[config.mk]
export PLATFORM = sky130hd
export DESIGN_NAME = layer_seq_ctrl
export DESIGN_NICKNAME = d
export VERILOG_FILES = /design/src/rtl/nn_pkg.sv /design/src/rtl/mac_acc.sv /design/src/rtl/layer_seq_ctrl.sv
export SDC_FILE = /design/constraint.sdc
export NUM_CORES = 1
export LEC_CHECK = 0
export CORE_MARGIN = 4
export CORE_UTILIZATION = 50
export CTS_CLUSTER_DIAMETER = 80
export DETAILED_ROUTE_END_ITERATION = 16
export PLACE_DENSITY = 0.73
export SLEW_MARGIN = 30
export SYNTH_ARGS = -nofsm -noshare
export SYNTH_HDL_FRONTEND = slang
export SYNTH_SLANG_ARGS = --single-unit
[constraint.sdc]
create_clock -name clk -period 6.4 [get_ports clk]
set_input_delay 0.64 -clock clk [delete_from_list [all_inputs] [get_ports clk]]
set_output_delay 0.64 -clock clk [all_outputs]
set_load 0.05 [all_outputs]
[src/rtl/nn_pkg.sv]
// nn_pkg: types and helpers shared by the neural-network layer blocks.
//   layer_state_t : controller FSM states (IDLE, RUN, BIAS, EMIT, WAIT)
//   addr_w(n)     : address/index width for n entries, never less than 1
package nn_pkg;

    typedef enum logic [2:0] {
        S_IDLE,
        S_RUN,
        S_BIAS,
        S_EMIT,
        S_WAIT
    } layer_state_t;

    function automatic int unsigned addr_w(input int unsigned n);
        return (n <= 1) ? 1 : $clog2(n);
    endfunction

endpackage

[src/rtl/mac_acc.sv]
// mac_acc: WIDTH-bit unsigned accumulator shared by all neurons of a layer.
// All arithmetic wraps modulo 2^WIDTH.
//   clk, rst   : clock, synchronous active-high reset (clears acc)
//   clr_i      : load init_i into acc (zero or mask at neuron start)
//   init_i     : value loaded on clr_i
//   mac_i      : acc += w_i * x_i (clr_i has priority)
//   w_i, x_i   : multiplicand pair
//   bias_i     : bias operand for the add-bias result
//   acc_o      : current accumulator value
//   acc_bias_o : acc + bias_i, combinational
module mac_acc #(
    parameter int unsigned WIDTH = 8
) (
    input  logic             clk,
    input  logic             rst,
    input  logic             clr_i,
    input  logic [WIDTH-1:0] init_i,
    input  logic             mac_i,
    input  logic [WIDTH-1:0] w_i,
    input  logic [WIDTH-1:0] x_i,
    input  logic [WIDTH-1:0] bias_i,
    output logic [WIDTH-1:0] acc_o,
    output logic [WIDTH-1:0] acc_bias_o
);

    logic [WIDTH-1:0] acc_q, acc_d;

    always_comb begin
        acc_d = acc_q;
        if (clr_i) begin
            acc_d = init_i;
        end else if (mac_i) begin
            acc_d = acc_q + w_i * x_i;
        end
    end

    always_ff @(posedge clk) begin
        if (rst) begin
            acc_q <= '0;
        end else begin
            acc_q <= acc_d;
        end
    end

    assign acc_o      = acc_q;
    assign acc_bias_o = acc_q + bias_i;

endmodule

[src/rtl/layer_seq_ctrl.sv]
// layer_seq_ctrl: sequential controller for one fully connected layer.
// One shared MAC is stepped over OUTPUT_SIZE neurons; weights and biases come
// from synchronous memories with one-cycle read latency, results leave one
// per neuron over valid/ready, and done pulses after the last handshake.
// Optional feature macro: LAYER_MASK_EN (adds mask_in / out_mask; the
// accumulator starts from the mask so the unmasked sum is never stored).
// Ports:
//   clk, rst            : clock, synchronous active-high reset
//   start, in_data      : start pulse (IDLE only), input vector latched on accept
//   busy                : run in progress
//   w_ren/w_addr/w_rdata: weight memory port, addr = n*INPUT_SIZE + k
//   b_ren/b_addr/b_rdata: bias memory port, addr = n
//   out_valid/out_ready : result handshake with out_idx, out_data
//   done                : one-cycle pulse after the final handshake
module layer_seq_ctrl
    import nn_pkg::*;
#(
    parameter int unsigned INPUT_SIZE  = 5,
    parameter int unsigned OUTPUT_SIZE = 5,
    parameter int unsigned WIDTH       = 8
) (
    input  logic                                       clk,
    input  logic                                       rst,
    input  logic                                       start,
    input  logic [INPUT_SIZE*WIDTH-1:0]                in_data,
    output logic                                       busy,
    output logic                                       w_ren,
    output logic [addr_w(INPUT_SIZE*OUTPUT_SIZE)-1:0]  w_addr,
    input  logic [WIDTH-1:0]                           w_rdata,
    output logic                                       b_ren,
    output logic [addr_w(OUTPUT_SIZE)-1:0]             b_addr,
    input  logic [WIDTH-1:0]                           b_rdata,
    output logic                                       out_valid,
    input  logic                                       out_ready,
    output logic [addr_w(OUTPUT_SIZE)-1:0]             out_idx,
    output logic [WIDTH-1:0]                           out_data,
    output logic                                       done
`ifdef LAYER_MASK_EN
    ,
    input  logic [WIDTH-1:0]                           mask_in,
    output logic [WIDTH-1:0]                           out_mask
`endif
);

    localparam int unsigned KW = addr_w(INPUT_SIZE);
    localparam int unsigned NW = addr_w(OUTPUT_SIZE);
    localparam int unsigned AW = addr_w(INPUT_SIZE * OUTPUT_SIZE);
    localparam logic [KW-1:0] K_LAST = KW'(INPUT_SIZE - 1);
    localparam logic [NW-1:0] N_LAST = NW'(OUTPUT_SIZE - 1);

    layer_state_t state_q, state_d;
    logic [NW-1:0]               n_q, n_d;
    logic [KW-1:0]               k_q, k_d;
    logic [INPUT_SIZE*WIDTH-1:0] x_q;
    logic [WIDTH-1:0]            xsel_q, xsel_d;
    logic                        out_valid_q, out_valid_d;
    logic [NW-1:0]               out_idx_q, out_idx_d;
    logic [WIDTH-1:0]            out_data_q, out_data_d;
    logic                        done_q, done_d;
    logic                        load_x, mac_clr, mac_en;
    logic [WIDTH-1:0]            acc_init, acc_val, acc_bias;

`ifdef LAYER_MASK_EN
    logic [WIDTH-1:0] mask_q, mask_d;
    logic [WIDTH-1:0] out_mask_q, out_mask_d;
    assign acc_init = mask_in;
    assign out_mask = out_mask_q;
`else
    assign acc_init = '0;
`endif

    mac_acc #(.WIDTH(WIDTH)) u_mac (
        .clk        (clk),
        .rst        (rst),
        .clr_i      (mac_clr),
        .init_i     (acc_init),
        .mac_i      (mac_en),
        .w_i        (w_rdata),
        .x_i        (xsel_q),
        .bias_i     (b_rdata),
        .acc_o      (acc_val),
        .acc_bias_o (acc_bias)
    );

    always_comb begin
        state_d     = state_q;
        n_d         = n_q;
        k_d         = k_q;
        xsel_d      = xsel_q;
        out_valid_d = out_valid_q;
        out_idx_d   = out_idx_q;
        out_data_d  = out_data_q;
        done_d      = 1'b0;
        load_x      = 1'b0;
        mac_clr     = 1'b0;
        mac_en      = 1'b0;
`ifdef LAYER_MASK_EN
        mask_d      = mask_q;
        out_mask_d  = out_mask_q;
`endif
        unique case (state_q)
            S_IDLE: begin
                // Blocked during the done cycle so a held start lands one cycle later.
                if (start && !done_q) begin
                    load_x  = 1'b1;
                    mac_clr = 1'b1;
                    n_d     = '0;
                    k_d     = '0;
                    state_d = S_RUN;
`ifdef LAYER_MASK_EN
                    mask_d  = mask_in;
`endif
                end
            end
            S_RUN: begin
                // Weight issued last cycle returns now; xsel_q holds its x.
                mac_en = (k_q != '0);
                for (int unsigned i = 0; i < INPUT_SIZE; i++) begin
                    if (32'(k_q) == i) begin
                        xsel_d = x_q[i*WIDTH +: WIDTH];
                    end
                end
                if (k_q == K_LAST) begin
                    state_d = S_BIAS;
                end else begin
                    k_d = k_q + KW'(1);
                end
            end
            S_BIAS: begin
                mac_en  = 1'b1;
                state_d = S_EMIT;
            end
            S_EMIT: begin
                out_data_d  = acc_bias;
                out_idx_d   = n_q;
                out_valid_d = 1'b1;
                state_d     = S_WAIT;
`ifdef LAYER_MASK_EN
                out_mask_d  = mask_q;
`endif
            end
            S_WAIT: begin
                if (out_ready) begin
                    out_valid_d = 1'b0;
                    if (n_q == N_LAST) begin
                        done_d  = 1'b1;
                        state_d = S_IDLE;
                    end else begin
                        n_d     = n_q + NW'(1);
                        k_d     = '0;
                        mac_clr = 1'b1;
                        state_d = S_RUN;
`ifdef LAYER_MASK_EN
                        mask_d  = mask_in;
`endif
                    end
                end
            end
            default: state_d = S_IDLE;
        endcase
    end

    always_ff @(posedge clk) begin
        if (rst) begin
            state_q     <= S_IDLE;
            n_q         <= '0;
            k_q         <= '0;
            xsel_q      <= '0;
            out_valid_q <= 1'b0;
            out_idx_q   <= '0;
            out_data_q  <= '0;
            done_q      <= 1'b0;
`ifdef LAYER_MASK_EN
            mask_q      <= '0;
            out_mask_q  <= '0;
`endif
        end else begin
            state_q     <= state_d;
            n_q         <= n_d;
            k_q         <= k_d;
            xsel_q      <= xsel_d;
            out_valid_q <= out_valid_d;
            out_idx_q   <= out_idx_d;
            out_data_q  <= out_data_d;
            done_q      <= done_d;
`ifdef LAYER_MASK_EN
            mask_q      <= mask_d;
            out_mask_q  <= out_mask_d;
`endif
        end
    end

    always_ff @(posedge clk) begin
        if (load_x) begin
            x_q <= in_data;
        end
    end

    assign busy      = (state_q != S_IDLE);
    assign w_ren     = (state_q == S_RUN);
    assign w_addr    = w_ren ? AW'(32'(n_q) * INPUT_SIZE + 32'(k_q)) : '0;
    assign b_ren     = (state_q == S_BIAS);
    assign b_addr    = b_ren ? n_q : '0;
    assign out_valid = out_valid_q;
    assign out_idx   = out_idx_q;
    assign out_data  = out_data_q;
    assign done      = done_q;

    logic unused_acc;
    assign unused_acc = ^acc_val;

endmodule

* Word level (Yosys, flattened, before mapping)
Cells that the tools add are included.
Operators by class: add/sub/neg operators 5, multipliers 2, div/mod/pow operators 0, magnitude comparators 0, equality and inequality tests 14, shifts and indexed selects 0, muxes and demuxes 29, bitwise gates (word level) 2, reduce and logical (&&, ||, !) cells 17
Operators by type and width (number):
- two-way mux 8 bit | 5
- two-way mux 3 bit | 10
- adder 8 bit | 2
- case mux 3 bit (5 select lines) | 1
- equality test 3 x 2 -> 1 bit, second input constant | 4
- equality test 3 bit, second input constant | 3
- case mux 3 bit (3 select lines) | 1
- nonzero test 3 bit | 3
- multiplier 8 x 8 -> 8 bit | 1
- inequality test 2 bit, second input constant | 4
- two-way mux 1 bit | 7
- adder 3 x 1 -> 3 bit, second input constant | 2
- equality test 3 x 1 -> 1 bit, second input constant | 2
- zero test 3 bit | 2
- case mux 1 bit (2 select lines) | 3
- case mux 3 bit (2 select lines) | 1
- adder 5 x 3 -> 5 bit | 1
- multiplier 3 x 3 -> 5 bit, second input constant | 1
- two-way mux 5 bit | 1
- AND reduction 5 bit | 1
- nonzero test 5 bit | 1
- AND reduction 2 bit | 2
- AND reduction 4 bit | 1
- nonzero test 2 bit | 2
- other kinds (7) | 8
Storage, ports and cells: register bits 78, latch bits 0, RAM bits 0, ROM bits 0, input port bits 60, output and inout port bits 24, word-level logic and storage cells 79, memories kept 0

* Longest topological paths before layout
depth in word-level cells 6, depth in mapped cells 18, gate-level depth less buffers 17

* Cells and area by module
From an unflattened synthesis, not the netlist that was laid out.
Unflattened totals: cells, all modules 466, area total of the unflattened synthesis 4732.0 µm²
Modules (own cells, without submodules):
- layer_seq_ctrl | instances 1, cells each 259, area an instance 3060.4 µm², seq. area each 1801.7 µm²
- mac_acc | instances 1, cells each 207, area an instance 1671.6 µm², seq. area each 160.2 µm²

* Worst setup path before layout
Ideal clock, no wire load.
path type input to register, start point input w_rdata[5], end point register u_mac.acc_q[7] (netlist: u_mac.acc_o[7]), library setup time 0.079 ns, data arrival time 3.739 ns, data required time 6.321 ns, slack 2.581 ns, cell stages on the path 13, path buffers 0, path through nand2_1 fa_1 fa_1 inv_1 fa_1 inv_1 fa_1 inv_1 ha_1 a21oi_1 xnor2_2 xnor2_1 a211oi_2
On the way: cells in the longest elaborated chain, start to end 2
RTL lines:
- start: declaration | RTL line layer_seq_ctrl.sv:29 | input logic [WIDTH-1:0] w_rdata,
- multiplier 8 x 8 -> 8 bit | RTL line mac_acc.sv:33 | acc_d = acc_q + w_i * x_i;
- adder 8 bit | RTL line mac_acc.sv:33
- end signal: assignment | RTL line mac_acc.sv:39 | acc_q <= '0;
- end signal: assignment | RTL line mac_acc.sv:41 | acc_q <= acc_d;
- end: declaration | RTL line mac_acc.sv:26 | logic [WIDTH-1:0] acc_q, acc_d;
Every way passes these cells. A chain may end at the register's enable or synchronous reset.

* Final worst setup path
start point input w_rdata[1], end point register u_mac.acc_q[7] (netlist: u_mac.acc_o[7])
Same word-level chain as after synthesis.

==> impl_metrics.ini <==
[layout]
drive_gt1_frac = 0.0464
num_antenna_cells = 0
ff_latch_area_mm2 = 0.00196
final_common_cell = clkdlybuf4s50_1
finalNonFillerCells = 668
fill_cells = 715
final_util = 0.651
layout_common_cells = clkdlybuf4s50_1 (82), nand2_1 (66), inv_1 (49)
finalNetCount = 674
area_delta_synth_final_pct = 24.8
multiInputGateArea_mm2 = 0.00242

[setup_path]
required_ps = 6670
critPathCaptureType = flop
path_max_fanout = 7
crit_start = w_rdata[1]
crit_path_start_kind = input port
regToRegStartpoint = xsel_q[1]
rrSetupSlack_ps = 2530
crit_type = input port to flop
cp.arrival_ps = 4490

[cts]
cts_hold_buf = 0
postCtsResizedCells = 0
cts_root_buf = clkbuf_8
htree_num_levels = 3
postCtsSetupRepairBufs = 0
cts_tree = done
clock_latency_ps = 350
clk_pin_slew_ps = 80
cts_buffers = 9
cts_num_sinks = 78
ctsLongestPathBuffers = 2

[floorplanning]
dieWidth_um = 104
fp-row-count = 34
coreArea_mm2 = 0.00889
start_util = 0.522
pin_count = 84
die_h_um = 104
dieArea_mm2 = 0.0109

[route]
via_per_inst = 5.35
ant_nets = 0
met2_length_um = 4750
drc = 0
wl_met1_um = 4090
wirelength_um = 9580
firstDrtPassIters = 5
topRoutingLayerUsed = met4
wl_met3_um = 664
wl_per_cell_um = 14.3
drtIter0Drc = 128
via_count = 3572

[logic_synthesis]
synth_area_mm2 = 0.00464
ys_seq_area_frac = 0.423
synthTopCellsByArea = edfxtp_1 (26%), dfxtp_1 (16%), ha_1 (11%), fa_1 (8.6%), nand2_1 (5.3%)
ys_warn_count = 0
yosys_register_bits = 78
synth-edff-count = 40
yosysTopAreaCell = edfxtp_1
netlist_instances = 476
synth_top_flop_cell = edfxtp_1
avgSynthCellArea_um2 = 9.75
async_flop_share = 0
synth_top_area_frac = 0.259
ys_types = 49
syn-num-nets = 595

[timing]
period_minus_slack_ps = 4220
finClkSkew_ps = 10.3
post-route-period-util = 0.660
hold_viol = 0
setup_viol = 0
drv_slew = 0
finalSetupTns_ps = 0
grt_setup_unrepaired = no
max_freq_ghz = 0.237
slew_headroom = 0.596
worst_pin_slew_ps = 606

[power_and_ir_drop]
cellLeakagePower_nw = 2.35
power.density_mw_per_mm2 = 205
ir_drop_v = 0.000164
finalPower_w = 0.00119

[grt]
overflow = 0
first_global_vias = 3543
antenna_found_initial = 0
track_usage = 0.184
grt_pass1_wl_um = 16400
grt_max_degree = 43

[placement]
dp_hpwl_um = 7630
dp_cells = 652
gp_congestion = 0.820
io_buffer_count = 83

[run_status]
outcome = finished, final reports clean

[worst_hold_path]
hp-class = flop to flop
hold_start = xsel_q[7]

[flow_run]
maxCapViolations = 0
[logic make-up after synthesis]
logic type	synth area share
compound gates	0.112
buf+inv	0.0572
mux	0.00863
flops	0.423
xor+xnor	0.0469
fa+ha+maj	0.191
simple gates	0.161
[power breakdown]
part           internal [W]  leakage [nW]  switching, W
Sequential         0.000548         0.688     0.0000133
Combinational     0.0000884          1.54     0.0000945
Clock              0.000260         0.121      0.000183
[registers in the layout, summed over array words and instances (netlist names)]
register     cells
done             1
k_q              3
n_q              3
out_data         8
out_idx          3
out_valid        1
state_q          3
u_mac.acc_o      8
x_q             40
xsel_q           8
[worst paths after layout]
check / endpoint / cells past startpoint
setup / recovery: u_mac.acc_o[7] / 14
hold / removal: xsel_q[7] / 2
setup reg to reg: u_mac.acc_o[7] / 13
hold reg to reg: xsel_q[7] / 2
[critical path, cell delays in order]
cell	delay, ps
clkdlybuf4s50_1	600
nand2_1	120
fa_1	450
fa_1	550
inv_1	50
fa_1	470
inv_1	50
fa_1	520
inv_1	40
ha_1	310
a21oi_1	230
xnor2_2	150
xnor2_1	100
a211oi_2	200
[layout make-up]
type | instances | area share
well taps | 108 | 0.0233
repair buffers | 84 | 0.144
clock inverters | 7 | 0.0208
multi-input cells | 331 | 0.419
flip-flops and latches | 78 | 0.339
clock buffers | 9 | 0.0214
inverters | 51 | 0.0331
[routing by layer]
metal,vias to the layer above,GRT usage
met4,0,0.0304
met1,1689,0.239
met3,10,0.0559
met5,-,0
met2,104,0.307
li1,1769,-
[cell usage after synthesis (2+ instances only)]
library cell	number
a211oi_1	2
a21o_1	4
a21oi_1	42
a31oi_1	2
and2_1	15
and3_1	4
buf_1	2
buf_2	5
buf_4	2
clkbuf_1	7
dfxtp_1	38
edfxtp_1	40
fa_1	20
ha_1	39
inv_1	49
inv_2	2
mux2i_1	4
nand2_1	66
nand3_1	6
nand3b_1	13
nor2_1	29
nor2b_1	2
nor3_1	5
nor3b_1	2
nor4_1	2
o211ai_1	8
o21ai_0	18
o21ai_1	5
or3_1	2
xnor2_1	18
xor2_1	5
[stage by stage]
step	setup WS (ps)	hold WS, ps	area [µm²]
3_5_place_dp	1800	444	5550
3_3_place_gp	1880	440	5550
2_1_floorplan	2580	426	4640
5_1_grt	1980	487	5790
6_report	2180	452	5790
4_1_cts	2170	456	5790
No activity file was read; power rests on OpenSTA's default activity.
